$ cat src/rtl/max7219_cmd_scheduler.sv
// rtl/max7219_cmd_scheduler.sv - MAX7219 init/refresh/host command scheduler onto one serializer link.
// Optional last-sent digit suppression is built when MAX7219_DIRTY_EN is defined.
module max7219_cmd_scheduler #(
    parameter int         NUM_DIGITS      = 8,
    parameter logic [7:0] SCAN_LIMIT_INIT = 8'd7,
    parameter logic [3:0] INTENSITY_INIT  = 4'hF,
    parameter int         REFRESH_DIV     = 50000
) (
    input  logic        clk,
    input  logic        reset_sw,
    input  logic [31:0] frame,
    input  logic        host_req,
    input  logic [7:0]  host_addr,
    input  logic [7:0]  host_data,
    output logic        host_gnt,
    output logic        cmd_valid,
    output logic [7:0]  cmd_addr,
    output logic [7:0]  cmd_data,
    input  logic        cmd_ready,
    output logic        init_done,
    output logic        busy
);

    localparam int            TW         = $clog2(REFRESH_DIV);
    localparam logic [TW-1:0] TICK_LAST  = TW'(REFRESH_DIV - 1);
    localparam logic [2:0]    DIGIT_LAST = 3'(NUM_DIGITS - 1);

    typedef enum logic [1:0] {S_INIT, S_IDLE, S_SWEEP, S_HOST} state_t;

    state_t        state_q, state_d;
    logic [2:0]    step_q, step_d;
    logic [2:0]    digit_q, digit_d;
    logic [TW-1:0] tick_q, tick_d;
    logic          pending_q, pending_d;
    logic [31:0]   snap_q, snap_d;
    logic          cmd_valid_q, cmd_valid_d;
    logic [7:0]    cmd_addr_q, cmd_addr_d;
    logic [7:0]    cmd_data_q, cmd_data_d;
    logic          gap_q, gap_d;
    logic          init_done_q, init_done_d;
    logic          host_ok_q, host_ok_d;
    logic          ret_sweep_q, ret_sweep_d;
`ifdef MAX7219_DIRTY_EN
    logic [31:0]   last_q, last_d;
    logic [7:0]    lvalid_q, lvalid_d;
    logic          digit_clean;
`endif

    logic       xfer, slot_free, tick, in_sweep, start_sweep;
    logic [3:0] nib;
    logic [7:0] init_addr, init_data;

    assign xfer      = cmd_valid_q & cmd_ready;
    assign slot_free = ~cmd_valid_q & ~gap_q;
    assign tick      = init_done_q & (tick_q == TICK_LAST);
    assign in_sweep  = (state_q == S_SWEEP) | ((state_q == S_HOST) & ret_sweep_q);
    assign nib       = snap_q[{digit_q, 2'b00} +: 4];
`ifdef MAX7219_DIRTY_EN
    assign digit_clean = lvalid_q[digit_q] & (last_q[{digit_q, 2'b00} +: 4] == nib);
`endif

    always_comb begin
        init_addr = 8'h09;
        init_data = 8'h00;
        case (step_q)
            3'd0:    begin init_addr = 8'h0F; init_data = 8'h00; end
            3'd1:    begin init_addr = 8'h0C; init_data = 8'h01; end
            3'd2:    begin init_addr = 8'h0B; init_data = SCAN_LIMIT_INIT; end
            3'd3:    begin init_addr = 8'h0A; init_data = {4'h0, INTENSITY_INIT}; end
            default: begin init_addr = 8'h09; init_data = 8'h00; end
        endcase
    end

    always_comb begin
        state_d     = state_q;
        step_d      = step_q;
        digit_d     = digit_q;
        pending_d   = pending_q;
        snap_d      = snap_q;
        cmd_valid_d = cmd_valid_q;
        cmd_addr_d  = cmd_addr_q;
        cmd_data_d  = cmd_data_q;
        gap_d       = 1'b0;
        init_done_d = init_done_q;
        host_ok_d   = host_ok_q;
        ret_sweep_d = ret_sweep_q;
        start_sweep = 1'b0;
        tick_d      = tick_q;
`ifdef MAX7219_DIRTY_EN
        last_d      = last_q;
        lvalid_d    = lvalid_q;
`endif
        if (init_done_q) begin
            tick_d = tick ? '0 : tick_q + 1'b1;
        end

        case (state_q)
            S_INIT: begin
                if (slot_free) begin
                    cmd_valid_d = 1'b1;
                    cmd_addr_d  = init_addr;
                    cmd_data_d  = init_data;
                end
                if (xfer) begin
                    cmd_valid_d = 1'b0;
                    gap_d       = 1'b1;
                    if (step_q == 3'd4) begin
                        init_done_d = 1'b1;
                        pending_d   = 1'b1;
                        state_d     = S_IDLE;
                    end else begin
                        step_d = step_q + 3'd1;
                    end
                end
            end
            S_IDLE: begin
                if (slot_free) begin
                    if (host_req) begin
                        cmd_valid_d = 1'b1;
                        cmd_addr_d  = host_addr;
                        cmd_data_d  = host_data;
                        ret_sweep_d = 1'b0;
                        state_d     = S_HOST;
                    end else if (pending_q) begin
                        start_sweep = 1'b1;
                        pending_d   = 1'b0;
                        snap_d      = frame;
                        digit_d     = 3'd0;
                        host_ok_d   = 1'b1;
                        state_d     = S_SWEEP;
                    end
                end
            end
            S_SWEEP: begin
                // host_ok_q alternates host and digit slots so the sweep always makes progress
                if (slot_free) begin
                    if (host_req && host_ok_q) begin
                        cmd_valid_d = 1'b1;
                        cmd_addr_d  = host_addr;
                        cmd_data_d  = host_data;
                        ret_sweep_d = 1'b1;
                        host_ok_d   = 1'b0;
                        state_d     = S_HOST;
                    end
`ifdef MAX7219_DIRTY_EN
                    else if (digit_clean) begin
                        if (digit_q == DIGIT_LAST) begin
                            state_d = S_IDLE;
                        end else begin
                            digit_d = digit_q + 3'd1;
                        end
                    end
`endif
                    else begin
                        cmd_valid_d = 1'b1;
                        cmd_addr_d  = {5'd0, digit_q} + 8'd1;
                        cmd_data_d  = {4'h0, nib};
                    end
                end
                if (xfer) begin
                    cmd_valid_d = 1'b0;
                    gap_d       = 1'b1;
                    host_ok_d   = 1'b1;
`ifdef MAX7219_DIRTY_EN
                    last_d[{digit_q, 2'b00} +: 4] = cmd_data_q[3:0];
                    lvalid_d[digit_q]             = 1'b1;
`endif
                    if (digit_q == DIGIT_LAST) begin
                        state_d = S_IDLE;
                    end else begin
                        digit_d = digit_q + 3'd1;
                    end
                end
            end
            S_HOST: begin
                if (xfer) begin
                    cmd_valid_d = 1'b0;
                    gap_d       = 1'b1;
                    host_ok_d   = 1'b0;
                    state_d     = ret_sweep_q ? S_SWEEP : S_IDLE;
`ifdef MAX7219_DIRTY_EN
                    if (cmd_addr_q >= 8'd1 && cmd_addr_q <= 8'd8) begin
                        lvalid_d[3'(cmd_addr_q - 8'd1)] = 1'b0;
                    end
`endif
                end
            end
            default: state_d = S_INIT;
        endcase

        // A tick landing in an active or just-starting sweep is absorbed, not queued
        if (tick && !in_sweep && !start_sweep) begin
            pending_d = 1'b1;
        end
    end

    always_ff @(posedge clk) begin
        if (reset_sw) begin
            state_q     <= S_INIT;
            step_q      <= 3'd0;
            digit_q     <= 3'd0;
            tick_q      <= '0;
            pending_q   <= 1'b0;
            snap_q      <= 32'd0;
            cmd_valid_q <= 1'b0;
            cmd_addr_q  <= 8'd0;
            cmd_data_q  <= 8'd0;
            gap_q       <= 1'b0;
            init_done_q <= 1'b0;
            host_ok_q   <= 1'b0;
            ret_sweep_q <= 1'b0;
`ifdef MAX7219_DIRTY_EN
            last_q      <= 32'd0;
            lvalid_q    <= 8'd0;
`endif
        end else begin
            state_q     <= state_d;
            step_q      <= step_d;
            digit_q     <= digit_d;
            tick_q      <= tick_d;
            pending_q   <= pending_d;
            snap_q      <= snap_d;
            cmd_valid_q <= cmd_valid_d;
            cmd_addr_q  <= cmd_addr_d;
            cmd_data_q  <= cmd_data_d;
            gap_q       <= gap_d;
            init_done_q <= init_done_d;
            host_ok_q   <= host_ok_d;
            ret_sweep_q <= ret_sweep_d;
`ifdef MAX7219_DIRTY_EN
            last_q      <= last_d;
            lvalid_q    <= lvalid_d;
`endif
        end
    end

    assign cmd_valid = cmd_valid_q;
    assign cmd_addr  = cmd_addr_q;
    assign cmd_data  = cmd_data_q;
    assign init_done = init_done_q;
    assign host_gnt  = (state_q == S_HOST) & xfer;
    assign busy      = (state_q != S_IDLE);

endmodule
$ cat config.mk
export PLATFORM = sky130hd
export DESIGN_NAME = max7219_cmd_scheduler
export DESIGN_NICKNAME = d
export VERILOG_FILES = /design/src/rtl/max7219_cmd_scheduler.sv
export SDC_FILE = /design/constraint.sdc
export NUM_CORES = 1
export LEC_CHECK = 0
export ABC_AREA = 1
export CAP_MARGIN = 20
export CORE_MARGIN = 4
export CORE_UTILIZATION = 57
export CTS_CLUSTER_DIAMETER = 120
export DETAILED_ROUTE_END_ITERATION = 10
export MAX_ROUTING_LAYER = met4
export PLACE_DENSITY_LB_ADDON = 0.2
export SLEW_MARGIN = 30
export SYNTH_ARGS = -nofsm -noshare
export SYNTH_HDL_FRONTEND = slang
export SYNTH_SLANG_ARGS = --single-unit
$ cat constraint.sdc
create_clock -name clk -period 4.2 [get_ports clk]
set_input_delay 0.42 -clock clk [delete_from_list [all_inputs] [get_ports clk]]
set_output_delay 0.42 -clock clk [all_outputs]
set_load 0.01 [all_outputs]
Yosys cells after proc, flatten, opt, wreduce, memory -nomap -nowiden
Index checks and enable logic that the tools add are counted.

cells by class
  magnitude comparators = 0
  equal/unequal tests = 30
  $add $sub $neg = 4
  bitwise gates (word level) = 11
  div/mod/pow operators = 0
  shift-type cells = 1
  muxes and demuxes = 62
  reduce and logical (&&, ||, !) cells = 24
  $mul = 0

operators with widths
  kind                     number
  $mux W8                  10
  $pmux W8 S3              2
  $shiftx A32 B6 Y4        1
  $mux W1                  25
  $mux W2                  11
  $ne A2 B2 Y1 const B     11
  $reduce_and A5 Y1        4
  $ne A3 B3 Y1 const B     6
  $add A16 B1 Y16 const B  1
  $eq A16 B16 Y1 const B   1
  $mux W16                 1
  $mux W3                  5
  $pmux W3 S4              1
  $pmux W4 S3              1
  $reduce_bool A3 Y1       3
  $pmux W2 S4              1
  $reduce_and A4 Y1        2
  $reduce_and A7 Y1        1
  $add A3 B1 Y3 const B    2
  $eq A3 B2 Y1 const B     2
  $eq A3 B3 Y1 const B     2
  $pmux W1 S3              2
  $pmux W3 S2              1
  $reduce_and A3 Y1        2
  19 further kinds         34

word-level totals
  output and inout bits = 20
  logic and storage cells = 145
  bits of input ports = 52
  memory bits (writable) = 0
  memories = 0
  register bits after elaboration = 78
  bits in read-only memories = 0
  latch bits = 0

Depth between registers and ports, before layout
Gate-level depths: netlist of run 1.

  word-level depth = 8
  depth in mapped cells = 10
  depth with buffers taken out = 10

Least setup slack after synthesis of run 1
OpenSTA, ideal clock, no wires.

  path kind = reg-to-reg
  start = register state_q[0]
  end = register cmd_data_q[1] (netlist: cmd_data[1])
  arrival time = 1.523 ns
  required time = 4.130 ns
  clock period less this slack = 1.593 ns
  slack = 2.607 ns
  setup time = 0.070 ns
  buffers on the path = 1
  cell stages (with the launch flop) = 8
  cell sequence = dfxtp_1 -> inv_1 -> ha_1 -> clkbuf_1 -> inv_2 -> nor2_8 -> a21oi_1 -> a21oi_1

on the way
  longest elaborated chain between the ends = 3
  elaborated cells between the ends (all ways) = 10
  classes of those cells = eq/ne (6); mux (1); reduce/logical (3)

ends and longest elaborated chain
  element                                                       RTL line  text
  from (decl)                                                   30        state_t state_q, state_d;
  from (signal assigned)                                        217       state_q <= state_d;
  $eq A2 B2 Y1 (tied with other cells)                          97        case (state_q)
  $ne A2 B2 Y1 (no line) or $reduce_bool A3 Y1 (tied branches)  -
  $reduce_and A5 Y1 (no line)                                   -
  to (signal assigned)                                          225       cmd_data_q <= cmd_data_d;
  to (decl)                                                     38        logic [7:0] cmd_data_q, cmd_data_d;

Parallel ways exist; a longest one is shown, timed or not.
A chain may end at the register's enable or synchronous reset.

Worst setup path in the final report of run 1
  start = register state_q[0]
  end = register snap_q[29]

on the way
  longest elaborated chain between the ends = 2

ends and longest elaborated chain
  element                      RTL line  text
  $eq A2 B1 Y1                 97
  $reduce_and A4 Y1 (no line)  -
  to (signal assigned)         222       snap_q <= snap_d;
  to (decl)                    35        logic [31:0] snap_q, snap_d;

No other way between the ends.

==> qor.yml, run 1 <==
outcome: "finished clean"
irDropWorstVdd_mv: 0.3583
htree_levels: 3
hp-class: "reg2reg"
post_cts_buffers: 0
antenna_left: 0
nNetsFinal: 699
wl_per_cell_um: 13.09
finalSetupTns_ns: 0
antenna_found_initial: 0
rsz0062_at_grt: "false"
holdBufCountCts: 0
gp_congestion: 0.9977
async_flop_share: 0
grt-ovfl-total: 0
placed_cells: 719
start_util: 0.5916
dr.pass1.iters: 5
coreArea_um2: 6869
cp_max_fo: 48
fp.dieArea_um2: 8544
grt_pass1_vias: 3770
power_density_nw_per_um2: 418.0
fin_skew_ns: 0.007250
io_buffers: 71
final_common_cell: "nand2_1"
setup_viol: 0
fp-row-count: 30
synth_seq_cells: 78
numCtsBuffers: 9
worstMarginPinSlew_ns: 0.8467
root_buffer: "clkbuf_8"
critPathArrivalTime_ns: 2.80
p_leak_nw: 1.858
maxCapViolations: 0
syn_area_um2: 4064
fill_cells: 574
grt_pass1_wl_um: 16350
worstPathRequired_ns: 4.48
drt_iter0_drc: 168
via_per_inst: 5.380
num_antenna_cells: 0
critPathCaptureType: "flip-flop"
path_clk_slew_ns: 0.08
die_x_um: 92.44
drc: 0
cts.sinks: 78
cpMaxStageDelayCell: "nand3_2"
synthesis.nets: 639
drive_gt1_frac: 0.08138
pin_count: 72
final_cell_count_no_fill: 735
synth_cells: 574
hold_viol: 0
total_power_mw: 2.085
yosysWarnings: 0
slew_headroom: 0.4349
period_minus_slack_ns: 2.514
cts_tree: "yes"
cts_resized: 0
fmax_ghz: 0.3978
clock_latency_ns: 0.35
cp_num_buf_inv: 2
synth_top_flop_cell: "dfxtp_1"
fin_util: 0.7260
synth_cell_types: 40
layout_common_cells: "nand2_1, nor2_1, dfxtp_1, clkdlybuf4s50_1, a21oi_1"
grt_use_total: 0.2376
period_share: 0.5986
startpoint_type: "flip-flop"
drt-total-wl_um: 9624
path_cells: "ha_1, nand2_1, inv_2, nand3_2, inv_2, nor2_1, nor2_1"
grt_max_degree: 49
cp_slowest_stage_delay_ns: 0.63
drv_slew: 0
hpwl_um: 6982
area_growth_pct: 22.72
syn_avg_cell_area_um2: 7.080
synth-seq-area-share: 0.3842
die_h_um: 92.44
synth_edf_count: 0
ctsLongestPathBuffers: 2
vias: 3954
critPathKind: "reg2reg"
path_delay_family: "simple AND/OR/NAND/NOR gates"
## logic make-up after synthesis
family / after synthesis / share of synthesized area
simple gates: 248 / 0.2873
compound gates: 145 / 0.1930
buf+inv: 87 / 0.08898
flops: 78 / 0.3842
fa+ha+maj: 13 / 0.04003
xor+xnor: 3 / 0.006467
## state kept, by name (all words and copies together) (netlist names)
signal	flops
cmd_data	8
host_ok_q	1
digit_q	3
snap_q	32
init_done	1
pending_q	1
ret_sweep_q	1
gap_q	1
step_q	3
state_q	2
tick_q	16
cmd_addr	8
cmd_valid	1
## Yosys cell counts (all sizes together), types with 8 or more instances
cell type | n | area, µm²
a21oi | 67 | 342.8
nand4 | 15 | 93.84
nand3 | 39 | 245.2
clkbuf | 11 | 41.29
nor2 | 80 | 331.6
dfxtp | 78 | 1562
buf | 12 | 75.07
o211ai | 8 | 60.06
o21ai | 64 | 335.3
ha | 13 | 162.7
inv | 63 | 241.5
nor3 | 12 | 76.33
nand2 | 93 | 359.1
## worst register-to-register path: stages (launching register included)
cell     delay [ns]
dfxtp_1        0.45
ha_1           0.34
nand2_1        0.18
inv_2          0.08
nand3_2        0.63
inv_2          0.56
nor2_1         0.08
nor2_1         0.12
## area by class of cell
cell class              instances  area [µm²]  area share
multi-input cells             409        2141      0.4293
flip-flops and latches         78        1563      0.3133
repair buffers                 72       718.2      0.1440
inverters                      64       245.2     0.04917
clock buffers                  12       155.1     0.03111
well taps                      96       120.1     0.02408
clock inverters                 4       45.04    0.009032
## per-stage QoR
stage	setup WS [ns]	hold WS, ns	cell area (µm²)
4_1_cts	1.713	0.4623	4986
3_5_place_dp	1.610	0.4480	4786
6_report	1.686	0.4626	4987
3_3_place_gp	1.715	0.4410	4786
5_1_grt	1.414	0.4700	4987
2_1_floorplan	2.607	0.4246	4064
## final timing paths
path                   start    endpoint  slack, ns  depth (start not counted)
setup / recovery  state_q[0]  snap_q[29]       1.69                          7
hold / removal    snap_q[15]  snap_q[15]       0.46                          2
setup reg to reg  state_q[0]  snap_q[29]       1.69                          7
hold reg to reg   snap_q[15]  snap_q[15]       0.46                          2
## layer usage
layer,GRT usage,up-vias,share of wire
met5,-,-,0
met4,0.08416,0,0.016
met3,0.03087,13,0.047
met2,0.4036,119,0.49
met1,0.2900,1790,0.45
li1,-,2032,-
## power breakdown
part | leakage (nW) | internal [mW] | total (mW) | switching [mW]
Combinational | 1.12 | 0.261 | 0.643 | 0.382
Clock | 0.106 | 0.304 | 0.570 | 0.265
Sequential | 0.631 | 0.800 | 0.872 | 0.0722
Total | 1.86 | 1.37 | 2.08 | 0.719
(Power assumes the default switching activity.)
==> run 2: changes to the inputs <==
CORE_UTILIZATION = 48   (was 57)
clock period = 2 ns   (was 4.2 ns; I/O delays follow)
==> qor.yml, run 2 (synthesized netlist as in run 1, its figures left out) <==
rsz0062_at_grt: "false"  # unchanged
startpoint_type: "flip-flop"  # unchanged
start_util: 0.4946  # was 0.5916
critPathCaptureType: "output pin"  # was flip-flop
cts_tree: "yes"  # unchanged
period_minus_slack_ns: 1.906
hp-class: "in2reg"  # was reg2reg
fp-row-count: 33  # was 30
clock_latency_ns: 0.36  # was 0.35 ns
placed_cells: 736  # was 719
worstPathRequired_ns: 1.80  # was 4.48 ns
die_x_um: 100.0  # was 92.44 µm
numCtsBuffers: 9  # unchanged
cts.sinks: 78  # unchanged
fin_skew_ns: 0.008457  # was 0.007250 ns
r2r-start: "state_q[0]"  # unchanged
ctsLongestPathBuffers: 2  # unchanged
drt_iter0_drc: 195  # was 168
wl_per_cell_um: 13.44  # was 13.09 µm
coreArea_um2: 8217  # was 6869 µm²
drc: 0  # unchanged
multiInputGateArea_um2: 2143  # was 2141 µm²
path_clk_slew_ns: 0.09  # was 0.08 ns
stdcell_area_um2: 5117  # was 4987 µm²
seq_area_um2: 1564  # was 1563 µm²
critPathArrivalTime_ns: 1.71  # was 2.80 ns
num_antenna_cells: 0  # unchanged
outcome: "finished clean"  # unchanged
area_growth_pct: 25.92  # was 22.72%
pin_count: 72  # unchanged
grt_pass1_vias: 3713  # was 3,770
drv_slew: 0  # unchanged
crit_start: "state_q[0]"  # unchanged
grt_max_degree: 49  # unchanged
holdBufCountCts: 0  # unchanged
fill_cells: 735  # was 574
grt-ovfl-total: 0  # unchanged
layout_common_cells: "nand2_1, nor2_1, dfxtp_1, clkdlybuf4s50_1, a21oi_1"  # unchanged
fp.dieArea_um2: 10000  # was 8544 µm²
final_cell_count_no_fill: 752  # was 735
nNetsFinal: 707  # was 699
hold_viol: 0  # unchanged
top_register: "snap_q"  # unchanged
drive_gt1_frac: 0.09583  # was 0.08138
antenna_found_initial: 0  # unchanged
root_buffer: "clkbuf_8"  # unchanged
post_cts_buffers: 0  # unchanged
maxCapViolations: 0  # unchanged
gp_congestion: 0.9679  # was 0.9977
irDropWorstVdd_mv: 0.7359  # was 0.3583 mV
finalSetupTns_ns: 0  # unchanged
fmax_ghz: 0.5247
cp_max_fo: 6  # was 48
reg_top3: "snap_q (32), tick_q (16)"  # unchanged
critPathKind: "reg2out"  # was reg2reg
worstMarginPinSlew_ns: 0.4602  # was 0.8467 ns
drt-total-wl_um: 10110  # was 9624 µm
total_power_mw: 4.611  # was 2.085 mW
io_buffers: 71  # unchanged
p_leak_nw: 1.913  # was 1.858 nW
vias: 3954  # unchanged
hold_ws_ns: 0.4209  # was 0.4626 ns
hpwl_um: 7541  # was 6982 µm
final_common_cell: "nand2_1"  # unchanged
grt_pass1_wl_um: 16620  # was 16,350 µm
grt_use_total: 0.2097  # was 0.2376
largest_reg_flops: 32  # unchanged
slew_headroom: 0.6928  # was 0.4349
power_density_nw_per_um2: 901.0  # was 418.0 nW/µm²
via_per_inst: 5.258  # was 5.380
die_h_um: 100.0  # was 92.44 µm
min-delay-start: "host_addr[7]"  # was snap_q[15]
dr.pass1.iters: 4  # was 5
antenna_left: 0  # unchanged
period_share: 0.9529
setup_viol: 0  # unchanged
htree_levels: 3  # unchanged
dpl_cell_area_um2: 4882  # was 4786 µm²
run 2: cell types whose count changed in the layout (fill, tap and decap cells not counted), sizes merged:
cell           before  now
buf                 1    9
dlygate4sd2         0    1
clkinv              4    3
inv                63   64
bufinv              1    2
clkbuf             12   10
clkdlybuf4s50      71   70
clkinvlp            0    1
run 2: worst max-delay path: stages, from the launching register on:
cell and delay, ns:
dfxtp_2 0.40, ha_2 0.23, inv_1 0.07, nor2_1 0.11
clkdlybuf4s50_1 0.54
run 2: layout make-up:
| cell class | instances | area share |
|---|---|---|
| sequential | 78 | 0.3056 |
| multi-input combinational | 409 | 0.4188 |
| tap | 105 | 0.02567 |
| timing repair buffer | 80 | 0.1567 |
| inverter | 64 | 0.04792 |
| clock inverter | 6 | 0.01834 |
| clock buffer | 10 | 0.02689 |
run 2: final timing paths:
path                       to  slack [ns]  cells past startpoint
setup / recovery     host_gnt        0.09                      4
hold reg to reg    snap_q[14]        0.46                      2
hold / removal    cmd_addr[7]        0.42                      3
setup reg to reg  cmd_data[1]        0.21                     10
run 2: power by group:
part           internal (mW)  leakage [nW]  switching (mW)  total (mW)
clock                  0.746         0.113           0.627        1.37
sequential              1.68         0.632           0.102        1.78
combinational          0.582          1.17           0.874        1.46
total                   3.01          1.91            1.60        4.61
run 2: per-layer routing:
metal / wire (µm) / share of wire / GRT usage / up-vias
li1: - / - / - / 2047
met1: 4708 / 0.47 / 0.2659 / 1773
met2: 4648 / 0.46 / 0.3289 / 112
met3: 539 / 0.053 / 0.04726 / 22
met4: 212 / 0.021 / 0.07668 / 0
met5: 0 / 0 / - / -
run 2: metrics by stage:
step | setup slack, ns | util
after floorplan | 0.4074 | -
after global placement | 0.2271 | 0.5942
after detailed placement | 0.1714 | 0.5942
after CTS | 0.05172 | 0.6225
after global routing | 0.03053 | 0.6228
final | 0.09412 | 0.6228
run 2: what timing repair did:
action                                  4_1_cts  5_1_grt
hold endpoints to repair                      0        0
endpoints found under the setup margin        2        1
gates resized for setup                       3        1
==> run 3: changes to the inputs <==
GPL_ROUTABILITY_DRIVEN = 0   (was default)
==> qor.yml, run 3 (synthesized netlist as in run 1, its figures left out) <==
cp_slowest_stage_delay_ns: 0.36  # was 0.54 ns
start_util: 0.4946  # unchanged
min_to: "cmd_data[4]"  # was cmd_addr[7]
fp.dieArea_um2: 10000  # unchanged
hp-class: "in2reg"  # unchanged
hold_ws_ns: 0.4266  # was 0.4209 ns
critPathKind: "reg2reg"  # was reg2out
layout_common_cells: "nand2_1, nor2_1, dfxtp_1, clkdlybuf4s50_1, a21oi_1"  # unchanged
placed_cells: 736  # unchanged
drt_iter0_drc: 189  # was 195
critPathArrivalTime_ns: 2.10  # was 1.71 ns
period_minus_slack_ns: 1.810  # was 1.906 ns
min_path_cells: 3  # unchanged
drive_gt1_frac: 0.09428  # was 0.09583
die_x_um: 100.0  # unchanged
final_common_cell: "nand2_1"  # unchanged
critPathCaptureType: "flip-flop"  # was output pin
hpwl_um: 7632  # was 7541 µm
total_power_mw: 4.571  # was 4.611 mW
nNetsFinal: 707  # unchanged
io_buffers: 71  # unchanged
vias: 4017  # was 3,954
path_cells: "inv_1, ha_1, nand2_1, inv_2, nand3_2, buf_12, inv_2, nor2_1, nor2_1"  # was ha_2, inv_1, nor2_1, clkdlybuf4s50_1
drc: 0  # unchanged
htree_levels: 3  # unchanged
via_per_inst: 5.342  # was 5.258
worstPathRequired_ns: 2.29  # was 1.80 ns
rsz0062_at_grt: "false"  # unchanged
maxCapViolations: 0  # unchanged
path_clk_slew_ns: 0.08  # was 0.09 ns
root_buffer: "clkbuf_8"  # unchanged
ctsLongestPathBuffers: 2  # unchanged
rr_worst_depth: 9  # was 10
irDropWorstVdd_mv: 0.5804  # was 0.7359 mV
pin_count: 72  # unchanged
power_density_nw_per_um2: 895.9  # was 901.0 nW/µm²
finalSetupTns_ns: 0  # unchanged
antenna_left: 0  # unchanged
die_h_um: 100.0  # unchanged
fin_skew_ns: 0.01034  # was 0.008457 ns
grt-ovfl-total: 0  # unchanged
min-delay-start: "host_data[4]"  # was host_addr[7]
stdcell_area_um2: 5102  # was 5117 µm²
r2r_setup_slack_ns: 0.19  # was 0.21 ns
num_antenna_cells: 0  # unchanged
fmax_ghz: 0.5526  # was 0.5247 GHz
worstMarginPinSlew_ns: 0.4190  # was 0.4602 ns
coreArea_um2: 8217  # unchanged
drv_slew: 0  # unchanged
grt_max_degree: 49  # unchanged
period_share: 0.9048  # was 0.9529
grt_pass1_vias: 3850  # was 3,713
r2r-start: "state_q[1]"  # was state_q[0]
startpoint_type: "flip-flop"  # unchanged
cts.sinks: 78  # unchanged
drt-total-wl_um: 10250  # was 10,110 µm
dpl_cell_area_um2: 4870  # was 4882 µm²
final_cell_count_no_fill: 752  # unchanged
reg2reg_to: "snap_q[0]"  # was cmd_data[1]
slew_headroom: 0.7206  # was 0.6928
numCtsBuffers: 9  # unchanged
outcome: "finished clean"  # unchanged
reg_top3: "snap_q (32), tick_q (16)"  # unchanged
top_register: "snap_q"  # unchanged
largest_reg_flops: 32  # unchanged
cp_max_fo: 48  # was 6
grt_pass1_wl_um: 17330  # was 16,620 µm
dr.pass1.iters: 5  # was 4
hold_viol: 0  # unchanged
p_leak_nw: 1.929  # was 1.913 nW
cts_tree: "yes"  # unchanged
area_growth_pct: 25.55  # was 25.92%
fp-row-count: 33  # unchanged
antenna_found_initial: 0  # unchanged
cpMaxStageDelayCell: "dfxtp_2"  # was clkdlybuf4s50_1
setup_viol: 0  # unchanged
wl_per_cell_um: 13.63  # was 13.44 µm
clock_latency_ns: 0.36  # about the same
grt_use_total: 0.2181  # was 0.2097
[run 3: stage by stage]
step | setup slack, ns | util
floorplan | 0.4074 | -
global placement | 0.2472 | 0.5927
detailed placement | 0.1647 | 0.5927
CTS | 0.04085 | 0.6201
global route | 0.03611 | 0.6210
finish | 0.1904 | 0.6210
[run 3: what timing repair did]
action                     CTS  global route
buffers inserted             0             0
hold buffers                 0             0
hold endpoints to repair     0             0
gates resized for setup      3             3
setup endpoints to repair    2             2
[run 3: power breakdown]
part | switching, mW | total (mW) | internal [mW]
combinational | 0.881 | 1.46 | 0.581
clock | 0.587 | 1.33 | 0.740
sequential | 0.103 | 1.78 | 1.68
[run 3: worst max path at each step]
stage / end / slack, ns / start / cells past startpoint
after floorplan: cmd_data[1] / 0.41 / state_q[0] / 7
after global placement: cmd_data[2] / 0.25 / host_req / 10
after detailed placement: cmd_data[2] / 0.16 / state_q[1] / 10
after CTS: host_gnt / 0.04 / state_q[0] / 4
after global routing: snap_q[26] / 0.04 / state_q[1] / 9
final: snap_q[0] / 0.19 / state_q[1] / 9
[run 3: metal layers]
layer,GRT usage,wire [µm],part of all wire,vias to the layer above
met1,0.2650,4571,0.45,1833
met3,0.05003,554,0.054,14
met2,0.3617,4969,0.48,117
li1,-,-,-,2053
met4,0.06632,153,0.015,0
met5,-,0,0,-
[run 3: final cells by class]
cell class,instances,area [µm²]
clock inverters,5,82.58
fillers,760,3114
inverters,64,247.7
multi-input cells,409,2143
clock buffers,11,141.4
well taps,105,131.4
repair buffers,80,792.0
flip-flops and latches,78,1564
[run 3: critical path: cells and delay by family, from the launching register on]
kind | cells | cell delay, ns
DFF | 1 | 0.36
buffers and inverters | 4 | 0.60
adders and majority gates | 1 | 0.28
and+or+nand+nor | 4 | 0.47
